===== src/rtl/rice_core_pkg.sv =====
// Shared types for the rice_core pipeline.
// Fetch-stage result bundle and PC/instruction word types.
package rice_core_pkg;

    localparam int RICE_CORE_XLEN = 32;
    localparam int RICE_CORE_INST_BYTES = 4;

    typedef logic [RICE_CORE_XLEN-1:0] rice_core_pc;
    typedef logic [31:0] rice_core_inst;

    typedef struct packed {
        logic          valid;
        rice_core_pc   pc;
        rice_core_inst inst;
    } rice_core_if_result;

    typedef struct packed {
        rice_core_pc   pc;
        rice_core_inst inst;
    } rice_core_fetch_entry;

endpackage


===== src/rtl/rice_core_if_stage_if.sv =====
// Fetch/decode pipeline handshake.
// Fetch drives the result; decode drives stall and redirect.
interface rice_core_pipeline_if;
    import rice_core_pkg::*;

    rice_core_if_result if_result;
    logic               stall;
    logic               flush;
    rice_core_pc        flush_pc;

    modport if_stage (
        output if_result,
        input  stall,
        input  flush,
        input  flush_pc
    );

    modport id_stage (
        input  if_result,
        output stall,
        output flush,
        output flush_pc
    );

endinterface


===== src/rtl/rice_core_if_fifo.sv =====
// Small instruction queue of {pc, inst} entries.
// Clear wins over push and pop.
module rice_core_if_fifo
    import rice_core_pkg::*;
#(
    parameter int DEPTH = 2,
    parameter int CW    = $clog2(DEPTH + 1)
) (
    input  logic                 i_clk,
    input  logic                 i_rst_n,
    input  logic                 push,
    input  logic                 pop,
    input  logic                 clear,
    input  rice_core_fetch_entry wdata,
    output logic [CW-1:0]        count,
    output logic                 empty,
    output logic                 full,
    output rice_core_fetch_entry head
);

    localparam int PW = (DEPTH > 1) ? $clog2(DEPTH) : 1;
    localparam logic [PW-1:0] LAST = PW'(DEPTH - 1);
    localparam logic [PW-1:0] PONE = PW'(1);
    localparam logic [CW-1:0] ONE = CW'(1);
    localparam logic [CW-1:0] FULL_N = CW'(DEPTH);

    rice_core_fetch_entry mem [DEPTH];
    logic [PW-1:0] rd_ptr;
    logic [PW-1:0] wr_ptr;
    logic          do_pop;

    assign empty  = (count == '0);
    assign full   = (count == FULL_N);
    assign do_pop = pop && !empty;
    assign head   = mem[rd_ptr];

    function automatic logic [PW-1:0] nxt(
        input logic [PW-1:0] p
    );
        return (p == LAST) ? '0 : p + PONE;
    endfunction

    always_ff @(posedge i_clk) begin
        if (push && !clear) begin
            mem[wr_ptr] <= wdata;
        end
    end

    always_ff @(posedge i_clk or negedge i_rst_n) begin
        if (!i_rst_n) begin
            rd_ptr <= '0;
            wr_ptr <= '0;
            count  <= '0;
        end else if (clear) begin
            rd_ptr <= '0;
            wr_ptr <= '0;
            count  <= '0;
        end else begin
            if (push) begin
                wr_ptr <= nxt(wr_ptr);
            end
            if (do_pop) begin
                rd_ptr <= nxt(rd_ptr);
            end
            unique case ({push, do_pop})
                2'b10:   count <= count + ONE;
                2'b01:   count <= count - ONE;
                default: count <= count;
            endcase
        end
    end

endmodule


===== src/rtl/rice_core_if_stage.sv =====
// Instruction fetch: owns the PC, issues in-order fetches and
// buffers responses in a credit-limited queue for decode.
module rice_core_if_stage
    import rice_core_pkg::*;
#(
    parameter int               XLEN       = 32,
    parameter logic [XLEN-1:0]  INIT_PC    = '0,
    parameter int               FIFO_DEPTH = 2
) (
    input  logic                   i_clk,
    input  logic                   i_rst_n,
    input  logic                   i_enable,
    rice_core_pipeline_if.if_stage pipeline_if,
    output logic                   o_inst_request_valid,
    input  logic                   i_inst_request_ready,
    output logic [XLEN-1:0]        o_inst_request_address,
    input  logic                   i_inst_response_valid,
    input  rice_core_inst          i_inst_response_data
);

    localparam int CW = $clog2(FIFO_DEPTH + 1);
    localparam logic [CW:0] CREDITS = (CW + 1)'(FIFO_DEPTH);
    localparam logic [CW-1:0] ONE = CW'(1);
    localparam logic [XLEN-1:0] STEP = XLEN'(RICE_CORE_INST_BYTES);
    localparam logic [XLEN-1:0] LOW2 = XLEN'(3);

    logic [XLEN-1:0] pc;
    logic [XLEN-1:0] response_pc;
    logic [XLEN-1:0] flush_target;
    logic [CW-1:0]   outstanding;
    logic [CW-1:0]   discard;
    logic [CW-1:0]   q_count;
    logic            q_empty;
    logic            q_full;
    logic            flush;
    logic            stall;
    logic            accept;
    logic            resp;
    logic            push;
    logic            pop;

    rice_core_fetch_entry q_wdata;
    rice_core_fetch_entry q_head;
    rice_core_if_result   result;
    rice_core_if_result   result_next;

    assign flush        = pipeline_if.flush;
    assign stall        = pipeline_if.stall;
    assign flush_target = pipeline_if.flush_pc & ~LOW2;

    // Credits cover both in-flight requests and queued words.
    assign o_inst_request_valid = i_rst_n && i_enable && !flush
        && (({1'b0, outstanding} + {1'b0, q_count}) < CREDITS);
    assign o_inst_request_address = pc;

    assign accept = o_inst_request_valid && i_inst_request_ready;
    assign resp   = i_inst_response_valid;
    assign push   = resp && (discard == '0) && !flush;
    assign pop    = !flush && i_enable && !stall && !q_empty;

    assign q_wdata = '{pc: response_pc, inst: i_inst_response_data};

    rice_core_if_fifo #(
        .DEPTH (FIFO_DEPTH),
        .CW    (CW)
    ) u_fifo (
        .i_clk   (i_clk),
        .i_rst_n (i_rst_n),
        .push    (push),
        .pop     (pop),
        .clear   (flush),
        .wdata   (q_wdata),
        .count   (q_count),
        .empty   (q_empty),
        .full    (q_full),
        .head    (q_head)
    );

    always_ff @(posedge i_clk or negedge i_rst_n) begin
        if (!i_rst_n) begin
            pc          <= INIT_PC;
            response_pc <= INIT_PC;
            outstanding <= '0;
            discard     <= '0;
        end else begin
            unique case ({accept, resp})
                2'b10:   outstanding <= outstanding + ONE;
                2'b01:   outstanding <= outstanding - ONE;
                default: outstanding <= outstanding;
            endcase
            if (flush) begin
                pc          <= flush_target;
                response_pc <= flush_target;
                // Everything still in flight belongs to the old path.
                discard     <= resp ? outstanding - ONE : outstanding;
            end else begin
                if (accept) begin
                    pc <= pc + STEP;
                end
                if (push) begin
                    response_pc <= response_pc + STEP;
                end
                if (resp && (discard != '0)) begin
                    discard <= discard - ONE;
                end
            end
        end
    end

    always_comb begin
        result_next = result;
        if (flush || !i_enable) begin
            result_next.valid = 1'b0;
        end else if (!stall) begin
            result_next.valid = pop;
            if (pop) begin
                result_next.pc   = q_head.pc;
                result_next.inst = q_head.inst;
            end
        end
    end

    always_ff @(posedge i_clk or negedge i_rst_n) begin
        if (!i_rst_n) begin
            result <= '0;
        end else begin
            result <= result_next;
        end
    end

    assign pipeline_if.if_result = result;

    credit_a: assert property (
        @(posedge i_clk) disable iff (!i_rst_n)
        !(push && q_full)
    );

endmodule


===== src/flat_wrapper.sv =====
// flat-port wrapper written by rule: the top's interface ports become plain ports
module rice_core_if_stage_flat import rice_core_pkg::*;
#(
    parameter int               XLEN       = 32,
    parameter logic [XLEN-1:0]  INIT_PC    = '0,
    parameter int               FIFO_DEPTH = 2
)
  (i_clk, i_rst_n, i_enable, o_inst_request_valid, i_inst_request_ready, o_inst_request_address, i_inst_response_valid, i_inst_response_data, pipeline_if_if_result, pipeline_if_stall, pipeline_if_flush, pipeline_if_flush_pc);
  rice_core_pipeline_if pipeline_if_i ();
  input  logic i_clk;
  input  logic i_rst_n;
  input  logic i_enable;
  output logic o_inst_request_valid;
  input  logic i_inst_request_ready;
  output logic [XLEN-1:0] o_inst_request_address;
  input  logic i_inst_response_valid;
  input  rice_core_inst i_inst_response_data;
  output wire logic [$bits(pipeline_if_i.if_result)-1:0] pipeline_if_if_result;
  input wire logic [$bits(pipeline_if_i.stall)-1:0] pipeline_if_stall;
  input wire logic [$bits(pipeline_if_i.flush)-1:0] pipeline_if_flush;
  input wire logic [$bits(pipeline_if_i.flush_pc)-1:0] pipeline_if_flush_pc;
  assign pipeline_if_if_result = pipeline_if_i.if_result;
  assign pipeline_if_i.stall = pipeline_if_stall;
  assign pipeline_if_i.flush = pipeline_if_flush;
  assign pipeline_if_i.flush_pc = pipeline_if_flush_pc;
  rice_core_if_stage #(.XLEN(XLEN), .INIT_PC(INIT_PC), .FIFO_DEPTH(FIFO_DEPTH)) u_core (.i_clk(i_clk), .i_rst_n(i_rst_n), .i_enable(i_enable), .pipeline_if(pipeline_if_i), .o_inst_request_valid(o_inst_request_valid), .i_inst_request_ready(i_inst_request_ready), .o_inst_request_address(o_inst_request_address), .i_inst_response_valid(i_inst_response_valid), .i_inst_response_data(i_inst_response_data));
endmodule

===== config.mk =====
export PLATFORM = sky130hd
export DESIGN_NAME = rice_core_if_stage_flat
export DESIGN_NICKNAME = d
export VERILOG_FILES = /design/src/rtl/rice_core_pkg.sv /design/src/rtl/rice_core_if_stage_if.sv /design/src/rtl/rice_core_if_fifo.sv /design/src/rtl/rice_core_if_stage.sv /design/src/flat_wrapper.sv
export SDC_FILE = /design/constraint.sdc
export NUM_CORES = 1
export LEC_CHECK = 0
export CORE_MARGIN = 4
export CORE_UTILIZATION = 30
export DETAILED_ROUTE_END_ITERATION = 12
export HOLD_SLACK_MARGIN = 0.08
export PLACE_DENSITY_LB_ADDON = 0.05
export SLEW_MARGIN = 5
export SYNTH_ARGS = -nofsm -noshare
export SYNTH_HDL_FRONTEND = slang
export SYNTH_SLANG_ARGS = --single-unit

===== constraint.sdc =====
create_clock -name i_clk -period 5.8 [get_ports i_clk]
set_clock_uncertainty 0.2 [all_clocks]
set_input_delay 0.58 -clock i_clk [delete_from_list [all_inputs] [get_ports i_clk]]
set_output_delay 0.58 -clock i_clk [all_outputs]
set_load 0.02 [all_outputs]

; ---- Word level (Yosys, flattened, before mapping)
; Memory sizes are Yosys's and may differ from the RTL's.
; Index checks and enable logic that the tools add are counted.
[totals]
wordCells = 77
ramBits = 128
memories = 1
rom_bits = 0
out_inout_bits = 98
ff_bits = 137
latchBits = 0
[classes]
multipliers = 0
shifts = 0
magnitude_cmp = 1
n_bitwise = 2
add_sub_neg = 10
muxes = 21
reduce_logical = 27
n_eq_ne = 5
n_div = 0
[mem_list]
columns = memory, words, width, rd, rd_clocked_by_memory_dff, write_ports, line
row1 = u_core.u_fifo.mem, 2, 64, 1, 0, 1, rice_core_if_fifo.sv:27  ; rice_core_fetch_entry mem [DEPTH];
[op_table]
columns = cell, count
row1 = $mux 32, 4
row2 = $mux 65, 1
row3 = $add 32x3->32 const B, 2
row4 = $mux 64, 1
row5 = $logic_and 1x1->1, 12
row6 = $reduce_bool 2->1, 6
row7 = $mux 1, 9
row8 = $mux 2, 4
row9 = $pmux 2 s2, 2
row10 = $sub 2x1->2 const B, 3
row11 = $add 2x1->2 const B, 2
row12 = $eq 2x1->1 const B, 2
row13 = $eq 2x2->1 const B, 2
row14 = $logic_not 1->1, 4
row15 = $logic_not 2->1, 2
row16 = $add 2x2->3, 1
row17 = $lt 3x2->1 const B, 1
row18 = $reduce_and 3->1, 1
row19 = $reduce_bool 3->1, 1
row20 = $add 1x1->1 const B, 2
row21 = $ne 2x1->1 const B, 1
row22 = $not 1->1, 2
row23 = $logic_or 1x1->1, 1

; ---- Logic depth before layout (Yosys ltp)
; Gate-level depths: netlist of the first run.
[depth]
word_depth = 8
ltp_mapped = 12
mapped_depth_nobuf = 9

; ---- Modules after synthesis
; A second synthesis of the first run with hierarchy kept.
[unflattened]
cells_unflattened = 763
area_unflattened_um2 = 11342.1
[by_module_without_submodules]
columns = module, area_each_um2, n_inst, cells_per_inst, seq_area_each_um2
row1 = rice_core_if_stage, 6293.5, 1, 539, 3228.1
row2 = rice_core_if_fifo, 5048.6, 1, 224, 3943.8

; ---- Worst setup path after synthesis of the first run
; OpenSTA, ideal clock, no wires.
[synth_timing]
kind = in2reg
from = input pipeline_if_flush
to = memory u_core.u_fifo.mem[1][0] (netlist bit) (enable)
required_time_ps = 5029
slack_ps = -639
path_buffers = 3
setup_ps = 571
stages = 4
arrival_time_ps = 5667
cell_sequence = buf_6 -> clkbuf_1 -> clkbuf_1 -> nor3b_1
[synth_between]
elab_chain_len = 5
[synth_rtl]
columns = element, line
row1 = from (decl), flat_wrapper.sv:20  ; input wire logic [$bits(pipeline_if_i.flush)-1:0] pipeline_if_flush;
row2 = $logic_not 1->1 (*), "rice_core_if_fifo.sv:44, rice_core_if_stage.sv:58"
row3 = $logic_and 1x1->1, rice_core_if_stage.sv:58  ; assign push = resp && (discard == '0) && !flush;
row4 = $logic_and 1x1->1 (*), rice_core_if_fifo.sv:44  ; if (push && !clear) begin
row5 = $mux 1 (*), rice_core_if_fifo.sv:44
row6 = $mux 1 (not written as such) (*), rice_core_if_fifo.sv:45  ; mem[wr_ptr] <= wdata;
row7 = to (decl), rice_core_if_fifo.sv:27
; Every way passes the cells marked *; elsewhere a longest branch is shown, timed or not.

; ---- Worst setup path after layout of the first run
[layout_timing]
from = register u_core.outstanding[0]
to = output o_inst_request_valid
[layout_between]
elab_chain_len = 3
[layout_rtl]
columns = element, line
row1 = from (decl), rice_core_if_stage.sv:30  ; logic [CW-1:0] outstanding;
row2 = from (signal assigned), rice_core_if_stage.sv:87  ; 2'b10: outstanding <= outstanding + ONE;
row3 = from (signal assigned), rice_core_if_stage.sv:88  ; 2'b01: outstanding <= outstanding - ONE;
row4 = from (signal assigned), rice_core_if_stage.sv:89  ; default: outstanding <= outstanding;
row5 = $add 2x2->3, rice_core_if_stage.sv:53  ; && (({1'b0, outstanding} + {1'b0, q_count}) < CREDITS);
row6 = $lt 3x2->1, rice_core_if_stage.sv:53
row7 = $logic_and 1x1->1, rice_core_if_stage.sv:53
row8 = to (decl), flat_wrapper.sv:13  ; output logic o_inst_request_valid;
; No other way between the ends.

==> implementation parameters, run 1 <==
Parameter                              Value

STA
  RSZ-0062 raised after global routing ... no
  Count of final max-slew check failures ... 0
  Worst hold slack after final layout ... 136.7 ps
  Count of final hold-check violations ... 0
  Achievable frequency ... 0.2914 GHz
  Summed negative setup slack over all endpoints ... 0 ps
  Period utilization ... 0.5916
  Post-layout minimum cycle time ... 3431 ps
  Finish-stage setup viols ... 0
  Transition time at the pin with the least slew margin ... 938.6 ps
  Worst slew slack as a fraction of its limit ... 0.3743

Global route
  Number of antenna violations at the first check in global routing ... 0
  Total routing resource utilization after global routing ... 0.1352
  Global-route track usage on met1 ... 0.1974
  GR met2 Demand/Resource ... 0.2100
  Vias in the first global route ... 7029
  Global routing's busiest layer ... met2
  Met3 demand-to-capacity share in global routing ... 0.02773
  Wire length of the first global-routing pass ... 41420 microns
  Total grt overflow ... 0
  Pin count of the biggest net entering global routing ... 127

Drt
  DR DRC count ... 0
  Antenna Violating Nets Remaining ... 0
  Average wire per standard cell ... 17.73 microns
  Total via count after detailed routing ... 6835
  Final WL ... 25880 microns
  Number of iterations in the first detailed-routing pass ... 4
  Count of routing violations after the opening detailed-route iteration ... 359
  Number of vias per cell ... 4.682

Floorplanning
  Core box area ... 34460 sq um
  Site Rows ... 68
  Die Span X ... 194.8 microns
  Starting density of the core ... 0.3038
  Die height ... 194.8 microns
  I/O pins ... 169
  Die area ... 37950 sq um

Critical path
  Setup crit start ... u_core.outstanding[0]
  R2R Path Start ... u_core.outstanding[0]
  Setup crit start kind ... flip-flop
  Number of buffers and inverters on the critical path ... 1
  Worst R2R Setup Slack ... 2900 ps
  Data required time at the worst endpoint ... 5020 ps
  Most used cell, CP ... and2_1
  Critical-path cell list ... and2_1 > fa_1 > nor4b_2 > and2_1 > clkdlybuf4s50_1
  Crit path arrival time ... 2650 ps
  Maximum fanout count along the critical path ... 5
  Worst-path cell with the longest stage delay ... clkdlybuf4s50_1
  Top delay family on crit path ... simple AND/OR/NAND/NOR gates
  Delay of the slowest cell on the worst path ... 600 ps
  Worst setup path category ... reg2out
  Endpoint kind of the worst setup timing path ... output pin

Power
  Power Total ... 5.752 mW
  Logic pwr share ... 0.257
  Net switching power ... 1.747 mW
  Switching power share of the total ... 0.3037
  Internal power ... 4.005 mW
  Clock network fraction of total power ... 0.310
  Leakage dissipation ... 4.859 nW
  Sequential group share of total power ... 0.432
  Highest ir drop seen on vdd ... 0.2108 mV
  Power Density ... 425.2 nW/um^2

Clock network
  Number of buffers between clock root and the deepest sink ... 3
  Clock Sinks ... 255
  Clock-pin transition on the worst setup and hold timing paths ... 60 ps
  Clock root buffer master ... clkbuf_16
  Later-pin clock latency in the skew report ... 560 ps
  H-Tree Level Count ... 1
  CTS buffer count ... 30
  Clock tree from TritonCTS ... built
  Count of buffers added by post-CTS timing repair for setup ... 0

Logic synthesis
  Proportion of synthesized chip area in sequential cells ... 0.6687
  Average instance area after synthesis ... 12.78 sq um
  Number of distinct standard cells referenced by the synthesized netlist ... 53
  Total number of yosys warnings ... 0
  Area of the mapped netlist ... 10470 sq um
  Seq cells post-synth ... 255
  Post-synth ARST share ... 0.5137
  EDFF count, synth ... 124
  Count of mapped cells out of synthesis ... 819
  Main synth FF type ... dfrtp_1

Finish
  Area added between synthesis and finish ... 29.21%
  Post-layout instance area ... 13530 sq um
  Commonest cells after routing, fill and taps aside ... 160 x clkdlybuf4s50_1, 130 x dfrtp_1, 124 x edfxtp_1, 84 x nor2_1, 75 x a21oi_1
  N_diodes ... 0
  Most common library cell in the layout ignoring fill and taps ... clkdlybuf4s50_1
  Core utilization of the finished layout ... 0.3926
  Nets@finish ... 1057
  Share of post-route cells with drive strength above 1 ... 0.07562

Worst hold path
  Origin of the worst min-delay path ... pipeline_if_flush
  Min-Delay Path Class ... in2reg

Placed design
  Placer's final routability congestion estimate ... 0.7917
  Post-place instance area ... 12560 sq um
  HPWL reported at the end of detailed placement ... 16170 microns
  IO Port Bufs ... 162

Run status
  Result of the run ... finished clean

Flow run
  Max-Cap Viols ... 0
path summary, 6_finish.rpt:
path | endpoint | depth (start not counted)
min reg2reg | u_core.pipeline_if.if_result[49] | 2
min in group asynchronous | u_core.pipeline_if.if_result[26] | 2
max | o_inst_request_valid | 5
max in group asynchronous | u_core.response_pc[31] | 3
min | u_core.u_fifo.wr_ptr | 2
max reg2reg | u_core.o_inst_request_address[13] | 8
registers in the layout (all words and copies together) (netlist names):
register                       count
u_core.u_fifo.wr_ptr               1
u_core.o_inst_request_address     30
u_core.u_fifo.count                2
u_core.outstanding                 2
u_core.u_fifo.mem                124
u_core.u_fifo.rd_ptr               1
u_core.discard                     2
u_core.pipeline_if.if_result      63
u_core.response_pc                30
cells by family after synthesis:
group	Yosys count	synth area share
AND/OR/NAND/NOR	244	0.1159
flip-flops	255	0.6687
other	1	0.0003582
adder cells (fa/ha/maj)	5	0.006692
AO/OA/AOI/OAI	145	0.08043
multiplexers	70	0.06752
XOR/XNOR	43	0.03597
buffers and inverters	56	0.02438
what timing repair did:
item,in CTS,in global routing
endpoints found under the hold margin,69,0
resized for setup,0,0
hold buffers,1,0
endpoints found under the setup margin,0,0
per-layer routing:
layer  wire, microns  part of all wire
met1           12330              0.48
met2           11770              0.45
met3            1356             0.052
met4             427             0.016
met5               0                 0
layout make-up:
| type | count | area (sq um) |
|---|---|---|
| timing repair buffer | 170 | 1693 |
| clock buffer | 41 | 842.1 |
| inverter | 13 | 51.30 |
| fill | 3335 | 20930 |
| clock inverter | 15 | 108.9 |
| sequential | 255 | 7005 |
| tap | 455 | 569.3 |
| multi-input combinational | 511 | 3258 |
cell usage after synthesis (4+ instances only):
| master | n | area, sq um |
|---|---|---|
| xor2_1 | 30 | 262.8 |
| dfrtp_1 | 131 | 3278 |
| and4_1 | 4 | 35.03 |
| and3_1 | 8 | 50.05 |
| clkbuf_1 | 25 | 93.84 |
| o31a_1 | 5 | 43.79 |
| buf_4 | 4 | 30.03 |
| buf_2 | 4 | 20.02 |
| buf_1 | 7 | 26.28 |
| nand4_1 | 23 | 143.9 |
| and2_1 | 5 | 31.28 |
| o211ai_1 | 14 | 105.1 |
| or4_1 | 8 | 60.06 |
| o21ai_0 | 33 | 165.2 |
| inv_1 | 12 | 45.04 |
| nand2_1 | 50 | 187.7 |
| nor2_1 | 84 | 315.3 |
| xnor2_1 | 13 | 113.9 |
| nor3_1 | 9 | 45.04 |
| ha_1 | 4 | 50.05 |
| mux2i_1 | 65 | 650.6 |
| o311ai_0 | 4 | 35.03 |
| edfxtp_1 | 124 | 3724 |
| a21oi_1 | 75 | 375.4 |
| nand3_1 | 33 | 165.2 |
| mux2_2 | 5 | 56.30 |
power by group through the flow:
stage / clock, mW / combinational (mW) / sequential (mW)
2_1_floorplan: 0 / 0.472 / 2.79
3_3_place_gp: 0 / 1.50 / 2.52
3_5_place_dp: 0 / 1.51 / 2.53
4_1_cts: 1.86 / 1.51 / 2.50
5_1_grt: 1.93 / 1.62 / 2.54
6_report: 1.79 / 1.48 / 2.49
through the flow:
stage               worst slack [ps]  instances
finish                          2369       1460
global route                    2231       1460
CTS                             2308       1460
detailed placement              2485       1403
global placement                2525       1403
floorplan                       1556        822
(Power assumes the default switching activity.)
==> inputs of run 2 (changes only) <==
==> constraint.sdc (replaced) <==
create_clock -name i_clk -period 3.2 [get_ports i_clk]
set_clock_uncertainty 0.2 [all_clocks]
set_input_delay 0.32 -clock i_clk [delete_from_list [all_inputs] [get_ports i_clk]]
set_output_delay 0.32 -clock i_clk [all_outputs]
set_load 0.02 [all_outputs]
==> implementation parameters, run 2 (synthesized netlist as in run 1, its figures left out) <==
Parameter                              Value

Run status
  Result of the run ... finished clean

Finish
  Commonest cells after routing, fill and taps aside ... 159 x clkdlybuf4s50_1, 130 x dfrtp_1, 124 x edfxtp_1, 84 x nor2_1, 75 x a21oi_1
  Area used by multi-input combinational logic ... 3253 sq um
  Core utilization of the finished layout ... 0.3974
  Area added between synthesis and finish ... 30.80%
  Post-layout instance area ... 13690 sq um
  Share of post-route cells with drive strength above 1 ... 0.07859
  Filler cell count in the final layout ... 3321
  N_diodes ... 0
  Top reg by flops ... u_core.u_fifo.mem
  Footprint of the flip-flops and latches ... 7005 sq um
  Most common library cell in the layout ignoring fill and taps ... clkdlybuf4s50_1
  Number of flip-flops under the largest register name ... 124
  Nets@finish ... 1070

STA
  Achievable frequency ... 0.3397 GHz
  RSZ-0062 raised after global routing ... no
  Worst slew slack as a fraction of its limit ... 0.4785
  Count of final max-slew check failures ... 0
  Post-layout minimum cycle time ... 2944 ps
  Summed negative setup slack over all endpoints ... 0 ps
  Worst hold slack after final layout ... 157.3 ps
  Period utilization ... 0.9200
  Finish-stage setup viols ... 0
  Count of final hold-check violations ... 0
  Transition time at the pin with the least slew margin ... 779.3 ps

Worst hold path
  Origin of the worst min-delay path ... i_inst_response_data[15]
  Hold Crit Depth ... 1
  Terminating pin of the worst hold path ... u_core.u_fifo.mem[0][15]
  Min-Delay Path Class ... in2reg

Clock network
  Count of buffers added by post-CTS timing repair for setup ... 0
  Later-pin clock latency in the skew report ... 540 ps
  Clock Sinks ... 255
  Clock-pin transition on the worst setup and hold timing paths ... 60 ps
  Clock tree from TritonCTS ... built
  Clock root buffer master ... clkbuf_16
  CTS buffer count ... 30
  H-Tree Level Count ... 1
  Number of buffers between clock root and the deepest sink ... 3

Floorplanning
  Die Span X ... 194.8 microns
  Core box area ... 34460 sq um
  Site Rows ... 68
  I/O pins ... 169
  Die area ... 37950 sq um
  Starting density of the core ... 0.3038
  Die height ... 194.8 microns

Critical path
  Worst setup path category ... reg2out
  Maximum fanout count along the critical path ... 5
  Setup crit start kind ... flip-flop
  End of the worst register-to-register path ... u_core.o_inst_request_address[16]
  Worst-path cell with the longest stage delay ... fa_1
  Critical-path cell list ... and2_1 > fa_1 > nor4b_2 > and2_1 > dlygate4sd2_1
  Worst R2R Setup Slack ... 280 ps
  R2R Path Start ... u_core.outstanding[0]
  Most used cell, CP ... and2_1
  Number of buffers and inverters on the critical path ... 1
  Top delay family on crit path ... simple AND/OR/NAND/NOR gates
  Endpoint kind of the worst setup timing path ... output pin
  Delay of the slowest cell on the worst path ... 440 ps
  Data required time at the worst endpoint ... 2680 ps
  Worst Reg-to-Reg Cells ... 8
  Crit path arrival time ... 2420 ps

Drt
  Antenna Violating Nets Remaining ... 0
  Number of vias per cell ... 4.697
  Total via count after detailed routing ... 6918
  Number of iterations in the first detailed-routing pass ... 4
  DR DRC count ... 0
  Average wire per standard cell ... 17.85 microns
  Count of routing violations after the opening detailed-route iteration ... 282
  Final WL ... 26290 microns

Placed design
  HPWL reported at the end of detailed placement ... 16860 microns
  IO Port Bufs ... 162
  Placer's final routability congestion estimate ... 0.7488
  Post-place instance area ... 12720 sq um

Flow run
  Max-Cap Viols ... 0

Power
  Leakage dissipation ... 4.941 nW
  Highest ir drop seen on vdd ... 0.3670 mV
  Clock network fraction of total power ... 0.312
  Power Density ... 766.3 nW/um^2
  Sequential group share of total power ... 0.429
  Logic pwr share ... 0.259
  Internal power ... 7.316 mW
  Net switching power ... 3.177 mW
  Switching power share of the total ... 0.3028

Global route
  Pin count of the biggest net entering global routing ... 124
  Total grt overflow ... 0
  Number of antenna violations at the first check in global routing ... 1
  Vias in the first global route ... 7015
  Wire length of the first global-routing pass ... 41540 microns
  Total routing resource utilization after global routing ... 0.1356
## run 2: worst max path at each step
stage / startpoint / cells after the start / end / slack (ps)
finish: u_core.outstanding[0] / 5 / o_inst_request_valid / 260
global route: u_core.outstanding[0] / 8 / u_core.o_inst_request_address[9] / 90
CTS: u_core.outstanding[0] / 5 / o_inst_request_valid / 180
detailed placement: u_core.outstanding[0] / 8 / u_core.o_inst_request_address[16] / 230
global placement: u_core.outstanding[0] / 8 / u_core.o_inst_request_address[16] / 310
floorplan: u_core.discard[0] / 4 / u_core.u_fifo.mem[1][0] / 6
## run 2: metrics by stage
step / setup WS, ps / instances / power, mW
floorplan: 5.914 / 822 / 5.915
global placement: 311.1 / 1414 / 7.308
detailed placement: 228.7 / 1414 / 7.338
CTS: 177.8 / 1473 / 10.68
global route: 92.24 / 1473 / 11.06
finish: 256.1 / 1473 / 10.49
## run 2: power by group through the flow
stage,logic [mW],clock network [mW],registers [mW]
floorplan,0.861,0,5.05
global placement,2.75,0,4.56
detailed placement,2.76,0,4.58
CTS,2.77,3.39,4.52
global route,2.93,3.53,4.60
finish,2.71,3.28,4.50
## run 2: worst reg2reg max path: cells and delay by family (launching register included)
family          cells  cell delay [ps]
compound gates      2              340
simple gates        4             1040
flops               1              430
fa+ha+maj           1              440
buf+inv             1              330
## run 2: final cells by class
cell class,count,share of cell area
multi-input cells,511,0.2376
inverters,13,0.003746
flip-flops and latches,255,0.5116
repair buffers,183,0.1365
clock inverters,16,0.009228
clock buffers,40,0.05984
well taps,455,0.04157
## run 2: layer usage
layer | vias up | share of wire | track usage | wire, microns
li1 | 3358 | - | - | -
met1 | 3370 | 0.50 | 0.2039 | 13040
met2 | 162 | 0.44 | 0.2038 | 11570
met3 | 28 | 0.048 | 0.02704 | 1251
met4 | 0 | 0.016 | 0.02948 | 416
met5 | - | 0 | 0 | 0
## run 2: what timing repair did
item,in CTS,in global routing
hold buffers,3,0
resized for setup,1,0
setup endpoints to repair,1,0
endpoints found under the hold margin,138,0
==> inputs of run 3 (changes only) <==
--- a/config.mk
+++ b/config.mk
@@ -9,8 +9,8 @@
 export CORE_UTILIZATION = 30
 export DETAILED_ROUTE_END_ITERATION = 12
 export HOLD_SLACK_MARGIN = 0.08
-export PLACE_DENSITY_LB_ADDON = 0.05
 export SLEW_MARGIN = 5
 export SYNTH_ARGS = -nofsm -noshare
 export SYNTH_HDL_FRONTEND = slang
+export SYNTH_HIERARCHICAL = 1
 export SYNTH_SLANG_ARGS = --single-unit
==> implementation parameters, run 3 <==
Parameter                              Value

Run status
  Result of the run ... finished clean

Critical path
  Delay of the slowest cell on the worst path ... 520 ps
  Number of buffers and inverters on the critical path ... 1
  Top delay family on crit path ... simple AND/OR/NAND/NOR gates
  Setup crit start kind ... flip-flop
  Critical-path cell list ... and2_1 > fa_1 > nand4bb_1 > nor2_1 > dlygate4sd2_1
  Endpoint kind of the worst setup timing path ... output pin
  Crit path arrival time ... 2460 ps
  Worst-path cell with the longest stage delay ... fa_1
  Maximum fanout count along the critical path ... 5
  Worst setup path category ... reg2out
  Data required time at the worst endpoint ... 2680 ps
  Worst R2R Setup Slack ... 370 ps

Clock network
  Clock Sinks ... 261
  H-Tree Level Count ... 1
  Clock-pin transition on the worst setup and hold timing paths ... 60 ps
  Clock tree from TritonCTS ... built
  Number of buffers between clock root and the deepest sink ... 3
  CTS buffer count ... 28
  Later-pin clock latency in the skew report ... 550 ps
  Count of buffers added by post-CTS timing repair for setup ... 0
  Clock root buffer master ... clkbuf_16

Logic synthesis
  Area of the mapped netlist ... 11340 sq um
  Total number of yosys warnings ... 6
  Count of mapped cells out of synthesis ... 762
  Average instance area after synthesis ... 14.88 sq um

Flow run
  Max-Cap Viols ... 0

Finish
  Filler cell count in the final layout ... 3482
  Most common library cell in the layout ignoring fill and taps ... clkdlybuf4s50_1
  Top reg by flops ... u_core/u_fifo/mem
  N_diodes ... 0
  Nets@finish ... 1032
  Core utilization of the finished layout ... 0.3953
  Number of flip-flops under the largest register name ... 128
  Area added between synthesis and finish ... 28.89%
  Commonest cells after routing, fill and taps aside ... 161 x clkdlybuf4s50_1, 132 x dfrtp_1, 128 x edfxtp_1, 95 x mux2_2, 50 x mux2_4
  Share of post-route cells with drive strength above 1 ... 0.2395

Placed design
  HPWL reported at the end of detailed placement ... 17840 microns
  IO Port Bufs ... 164
  Placer's final routability congestion estimate ... 0.8207

STA
  Finish-stage setup viols ... 0
  RSZ-0062 raised after global routing ... no
  Transition time at the pin with the least slew margin ... 891.9 ps
  Worst slew slack as a fraction of its limit ... 0.4054
  Summed negative setup slack over all endpoints ... 0 ps
  Achievable frequency ... 0.3357 GHz
  Period utilization ... 0.9308
  Worst hold slack after final layout ... 143.8 ps
  Post-layout minimum cycle time ... 2978 ps
  Count of final max-slew check failures ... 0
  Count of final hold-check violations ... 0

Global route
  Total routing resource utilization after global routing ... 0.1262
  Pin count of the biggest net entering global routing ... 67
  Vias in the first global route ... 7097
  Wire length of the first global-routing pass ... 41350 microns
  Number of antenna violations at the first check in global routing ... 0
  Total grt overflow ... 0

Floorplanning
  Starting density of the core ... 0.3067
  Die area ... 40960 sq um
  Die Span X ... 202.4 microns
  Die height ... 202.4 microns
  Site Rows ... 70
  Core box area ... 36960 sq um
  I/O pins ... 169

Power
  Leakage dissipation ... 5.551 nW
  Highest ir drop seen on vdd ... 0.3869 mV
  Power Density ... 678.3 nW/um^2

Drt
  Total via count after detailed routing ... 6875
  DR DRC count ... 0
  Antenna Violating Nets Remaining ... 0
  Count of routing violations after the opening detailed-route iteration ... 308
  Number of vias per cell ... 4.642
  Average wire per standard cell ... 17.80 microns
  Final WL ... 26360 microns
  Number of iterations in the first detailed-routing pass ... 4

Worst hold path
  Min-Delay Path Class ... in2async
-- run 3: changes by cell type in the layout (fill, tap and decap cells not counted), sizes merged, moves of 5 or more --
cell	previous run	this run
nor2	84	30
nand2	50	44
clkinv	13	5
mux2	5	146
or4	8	0
a21oi	75	10
xor2	30	25
mux2i	65	2
xnor2	13	23
nor4	6	11
a31oi	1	7
-- run 3: area by class of cell --
type,instances,area [sq um],share of cell area
Tap cell,504,630.6,0.04316
Inverter,12,45.04,0.003083
Sequential cell,261,7176,0.4911
Clock buffer,44,810.8,0.05549
Multi-Input combinational cell,466,3969,0.2716
Clock inverter,7,77.57,0.005310
Timing Repair Buffer,187,1902,0.1302
-- run 3: where the power goes --
group | switching (mW) | total [mW] | internal (mW)
clock network | 1.29 | 3.11 | 1.82
registers | 0.368 | 4.43 | 4.06
logic | 1.16 | 2.38 | 1.22
total | 2.81 | 9.91 | 7.10
-- run 3: metrics by stage --
stage / setup WS, ps / std cells / total power [mW] / cell area [sq um]
after floorplan: -302.3 / 767 / 5.636 / 11360
after global placement: 401.8 / 1427 / 6.865 / 13680
after detailed placement: 369.2 / 1427 / 6.911 / 13680
after CTS: 180.2 / 1481 / 10.08 / 14610
after global routing: 76.54 / 1481 / 10.40 / 14610
final: 221.5 / 1481 / 9.910 / 14610
-- run 3: worst reg2reg max path, cell delays in order, from the launching register on --
cell and delay [ps]:
dfrtp_1 440, and2_1 200, fa_1 520, and4bb_1 370
and3_1 380, nand4_4 170, or3_1 320, a31oi_1 150
-- run 3: per-layer routing --
layer  GRT usage  share of wire  wire, microns  vias up
met2      0.1944           0.44          11640      191
li1            -              -              -     3214
met3     0.02647          0.053           1398       43
met5           0              0              0        -
met1      0.1828           0.48          12650     3427
met4     0.03104          0.025            671        0
-- run 3: final timing paths --
path                                                       start                                end  cells past startpoint
worst max-delay path                       u_core/outstanding[0]               o_inst_request_valid                      5
worst min-delay path                                     i_rst_n   u_core/pipeline_if.if_result[32]                      3
worst max register to register             u_core/outstanding[0]  u_core/o_inst_request_address[26]                      7
worst min register to register  u_core/pipeline_if.if_result[60]   u_core/pipeline_if.if_result[60]                      1
max in group asynchronous                                i_rst_n               u_core/u_fifo/rd_ptr                      3
min in group i_clk                       i_inst_response_data[4]            u_core/u_fifo/mem[1][4]                      1
-- run 3: what timing repair did --
item                                    CTS  global route
gates resized for setup                   1             0
hold endpoints to repair                 75             0
hold buffers                              3             0
endpoints found under the setup margin    1             0
